`config.mk`:
```
export PLATFORM = sky130hd
export DESIGN_NAME = rpsc_fault_qualifier
export DESIGN_NICKNAME = d
export VERILOG_FILES = /design/src/rtl/rpsc_fault_qualifier.sv
export SDC_FILE = /design/constraint.sdc
export NUM_CORES = 1
export LEC_CHECK = 0
export CORE_ASPECT_RATIO = 1.75
export CORE_MARGIN = 2
export CORE_UTILIZATION = 65
export CTS_CLUSTER_DIAMETER = 150
export CTS_CLUSTER_SIZE = 25
export DETAILED_ROUTE_END_ITERATION = 7
export PLACE_DENSITY_LB_ADDON = 0.15
export SETUP_SLACK_MARGIN = 0.1
export SYNTH_ARGS = -nofsm -noshare
export SYNTH_HDL_FRONTEND = slang
export SYNTH_SLANG_ARGS = --single-unit
```
`constraint.sdc`:
```
create_clock -name clk -period 3.5 [get_ports clk]
set_input_delay 0.7 -clock clk [delete_from_list [all_inputs] [get_ports clk]]
set_output_delay 0.7 -clock clk [all_outputs]
set_load 0.02 [all_outputs]
```
`src/rtl/rpsc_fault_qualifier.sv`:
```
// Input conditioning for the RPSC card-12 fault latches: 2-flop synchronisers,
// asymmetric on/off persistence filters per channel and a first-fault record.
module rpsc_fault_qualifier #(
  parameter int ON_CYCLES  = 16,
  parameter int OFF_CYCLES = 64
) (
  input  logic       clk,
  input  logic       reset,
  input  logic [7:0] raw_in,
  input  logic       ff_ack,
  output logic [7:0] qual_out,
  output logic [7:0] rise_pulse,
  output logic [2:0] first_fault_id,
  output logic       first_fault_valid
);

  // Terminal counts; the counter never runs past these, so it cannot wrap.
  localparam logic [15:0] ON_TC  = 16'(ON_CYCLES - 1);
  localparam logic [15:0] OFF_TC = 16'(OFF_CYCLES - 1);

  logic [7:0]  r_s1;
  logic [7:0]  r_sync;
  logic [7:0]  r_q;
  logic [7:0]  r_rise;
  logic [15:0] r_cnt [8];
  logic [2:0]  r_ffid;
  logic        r_ffv;

  logic [15:0] w_cnt_nxt [8];
  logic [7:0]  w_q_nxt;
  logic [7:0]  w_set;
  logic [2:0]  w_ffid_nxt;
  logic        w_ffv_keep;
  logic        w_ffv_nxt;

  always_comb begin
    w_q_nxt = r_q;
    w_set   = 8'd0;
    for (int i = 0; i < 8; i++) begin
      w_cnt_nxt[i] = 16'd0;
      if (!r_q[i]) begin
        if (r_sync[i]) begin
          if (r_cnt[i] == ON_TC) begin
            w_q_nxt[i] = 1'b1;
            w_set[i]   = 1'b1;
          end else begin
            w_cnt_nxt[i] = r_cnt[i] + 16'd1;
          end
        end
      end else begin
        if (!r_sync[i]) begin
          if (r_cnt[i] == OFF_TC) begin
            w_q_nxt[i] = 1'b0;
          end else begin
            w_cnt_nxt[i] = r_cnt[i] + 16'd1;
          end
        end
      end
    end
  end

  // Ack is applied first, so a rise on the ack edge is captured into a fresh record.
  always_comb begin
    w_ffv_keep = r_ffv & ~ff_ack;
    w_ffv_nxt  = w_ffv_keep;
    w_ffid_nxt = r_ffid;
    if (!w_ffv_keep && (w_set != 8'd0)) begin
      w_ffv_nxt = 1'b1;
      for (int i = 7; i >= 0; i--) begin
        if (w_set[i]) begin
          w_ffid_nxt = 3'(i);
        end
      end
    end
  end

  always_ff @(posedge clk) begin
    if (reset) begin
      r_s1   <= 8'd0;
      r_sync <= 8'd0;
      r_q    <= 8'd0;
      r_rise <= 8'd0;
      r_ffid <= 3'd0;
      r_ffv  <= 1'b0;
      for (int i = 0; i < 8; i++) begin
        r_cnt[i] <= 16'd0;
      end
    end else begin
      r_s1   <= raw_in;
      r_sync <= r_s1;
      r_q    <= w_q_nxt;
      r_rise <= w_set;
      r_ffid <= w_ffid_nxt;
      r_ffv  <= w_ffv_nxt;
      for (int i = 0; i < 8; i++) begin
        r_cnt[i] <= w_cnt_nxt[i];
      end
    end
  end

  assign qual_out          = r_q;
  assign rise_pulse        = r_rise;
  assign first_fault_id    = r_ffid;
  assign first_fault_valid = r_ffv;

endmodule

```
==> results.py <==
metrics = {
    "status": {
        "outcome": "completed",
    },
    "placed_design": {
        "portBuffers": 30,
        "dp_worst_setup_slack_ps": 1170,
        "dp.final_hpwl_um": 9050,
        "dp_cells": 914,
        "routabilityCongestion": 0.795,
        "place_area_sq_um": 7270,
    },
    "synth": {
        "synth_nets": 790,
        "synth_edf_count": 0,
        "ys_ff_latch": 164,
        "avgSynthCellArea_sq_um": 8.93,
        "syn_inst": 771,
        "synth.distinct_cells": 49,
        "seq_area_frac_synth": 0.477,
        "yosys_warnings": 0,
        "netlist_area_sq_um": 6890,
        "synthFlopType": "dfxtp_1",
        "synthArstFlopShare": 0,
    },
    "power": {
        "ir_drop_mv": 0.411,
        "powerDensity_nw_per_um2": 462,
        "p_leak_nw": 2.70,
        "p_total_mw": 3.61,
    },
    "cts": {
        "clk_latency_ps": 410,
        "clk_pin_slew_ps": 60,
        "cts.sinks": 164,
        "post_cts_resized": 0,
        "cts_buffers": 17,
        "cts_tree": "yes",
        "root_buffer": "clkbuf_16",
        "clk_path_buf_depth": 2,
        "htreeDepth": 4,
        "post_cts_buffers": 0,
        "postCtsHoldBufs": 0,
    },
    "setup_path": {
        "slowest_stage": "or3b_2",
        "cp_max_fo": 4,
        "slowest_delay_ps": 510,
        "start_kind": "register",
        "startpoint": "r_cnt[1][48]$_SDFF_PP0_",
        "path_buf_inv": 0,
        "crit_path_end_kind": "register",
        "crit_required_ps": 3800,
        "worstSetupPathType": "register to register",
        "r2r-start": "r_cnt[1][48]$_SDFF_PP0_",
        "cp.arrival_ps": 2520,
        "path_delay_family": "simple AND/OR/NAND/NOR gates",
        "path_cells": "ha_1, and3_1, nand4_1, or3b_2, nand4b_2, o21a_4, mux2_4",
    },
    "global_route": {
        "gr-total-overflow": 0,
        "grt_first_pass_wirelength_um": 22100,
        "grtUsageTotal": 0.241,
        "grt_antenna_before_repair": 0,
        "grt_pass1_vias": 5124,
        "grt_max_degree": 43,
    },
    "route": {
        "firstDrtPassIters": 4,
        "routed_wl_um": 12800,
        "dr_total_vias": 5205,
        "drc_errors": 0,
        "postRouteAntennaNets": 0,
        "viasPerCell": 5.50,
        "avgRoutedWirePerCell_um": 13.6,
        "drt_iter0_markers": 224,
    },
    "sta": {
        "setup_viol": 0,
        "final_max_slew_viol_count": 0,
        "max_freq_mhz": 451,
        "worst_slew_pin_slew_ps": 505,
        "finClkSkew_ps": 8.87,
        "setup_ws_ps": 1280,
        "fin_setup_tns_ps": 0,
        "hold_viol_final": 0,
        "relSlewSlack": 0.663,
        "min_period_ps": 2220,
        "rsz0062_at_grt": "no",
        "finalCritPeriodShare": 0.634,
    },
    "cells_and_area": {
        "layout-drive-gt1-share": 0.0659,
        "syn_to_final_growth_pct": 13.3,
        "final_common_cell": "nor2_1",
        "design_area_sq_um": 7810,
        "final_nets": 825,
        "stdcell_count": 946,
        "diodes": 0,
        "n_fill_cell": 695,
        "final_cell_mix": "166 x nor2_1, 164 x dfxtp_1, 58 x xnor2_1",
    },
    "run": {
        "max_cap_viol_count": 0,
    },
    "die": {
        "pin_count": 31,
        "core_area_sq_um": 10300,
        "die_area_sq_um": 11500,
        "die_h_um": 140,
        "start_util": 0.669,
        "rows": 49,
        "die_width_um": 81.8,
    },
    "hold_path": {
        "hold_path_class": "register to register",
        "min-delay-start": "r_s1[3]$_SDFF_PP0_",
    },
}
-- cell usage after synthesis, types with 2 or more instances --
cell type	instances	area, sq um
and4_1	6	52.6
a21o_2	2	17.5
buf_6	2	22.5
nor3_1	10	50.1
clkbuf_1	7	26.3
inv_1	20	75.1
or4_4	5	56.3
nand3_2	2	20.0
a21o_1	2	15.0
xor2_1	54	473
nor4_4	3	63.8
nand3b_1	4	30.0
xnor2_1	58	508
nand4_1	24	150
nor2b_1	28	175
and3_1	30	188
and2_1	3	18.8
or4_1	4	30.0
o21ai_0	11	55.1
or2_2	2	12.5
buf_2	2	10.0
nand2_1	52	195
a21oi_1	13	65.1
nor4b_1	2	17.5
buf_4	4	30.0
nor4_1	15	93.8
ha_1	8	100
nand3_1	47	235
nand2b_1	3	18.8
dfxtp_1	164	3280
nor2_1	166	623
-- sequential cells by signal, summed over array words and instances (netlist names) --
register	flops
first_fault_id	3
first_fault_valid	1
qual_out	8
r_cnt	128
r_s1	8
r_sync	8
rise_pulse	8
-- cells by family after synthesis --
family / count (synthesis) / share of synthesized area
simple gates: 414 / 0.306
flops: 164 / 0.477
xor+xnor: 112 / 0.142
compound gates: 36 / 0.0334
buf+inv: 35 / 0.0238
fa+ha+maj: 8 / 0.0145
mux: 2 / 0.00363
-- power by group --
| group | switching (mW) | total, mW | internal (mW) |
|---|---|---|---|
| combinational | 0.0278 | 0.0505 | 0.0226 |
| sequential | 0.00594 | 1.88 | 1.88 |
| clock | 0.729 | 1.67 | 0.942 |
| total | 0.763 | 3.61 | 2.84 |
-- final timing paths --
| kind | end | slack [ps] | cells after the start |
|---|---|---|---|
| worst max-delay path | first_fault_id[0]$_SDFFE_PP0P_ | 1280 | 7 |
| worst min-delay path | r_sync[3]$_SDFF_PP0_ | 440 | 1 |
| worst max register to register | first_fault_id[0]$_SDFFE_PP0P_ | 1280 | 7 |
| worst min register to register | r_sync[3]$_SDFF_PP0_ | 440 | 1 |
-- metal layers --
layer,vias to the layer above,GRT usage,share of wire
met2,71,0.431,0.54
li1,2652,-,-
met5,-,0,0
met4,0,0.0895,0.0092
met3,10,0.0470,0.028
met1,2472,0.273,0.42
-- metrics by stage --
step	utilization	hold slack (ps)
floorplan	-	413
finish	0.758	438
CTS	0.758	441
global placement	0.705	419
global route	0.758	447
detailed placement	0.705	426
-- worst register-to-register path: cells and delay by family, from the launching register on --
| kind | cells | cell delay [ps] |
|---|---|---|
| flip-flops | 1 | 380 |
| AO/OA/AOI/OAI | 1 | 160 |
| AND/OR/NAND/NOR | 4 | 1080 |
| adder cells (fa/ha/maj) | 1 | 210 |
| multiplexers | 1 | 290 |
-- area by class of cell --
class / instances / area (sq um) / area share
multi-input combinational: 572 / 3440 / 0.441
sequential: 164 / 3280 / 0.421
clock buffer: 20 / 457 / 0.0585
timing repair buffer: 31 / 308 / 0.0394
tap: 127 / 159 / 0.0204
clock inverter: 12 / 83.8 / 0.0107
inverter: 20 / 75.1 / 0.00962
No activity file was read; power rests on OpenSTA's default activity.
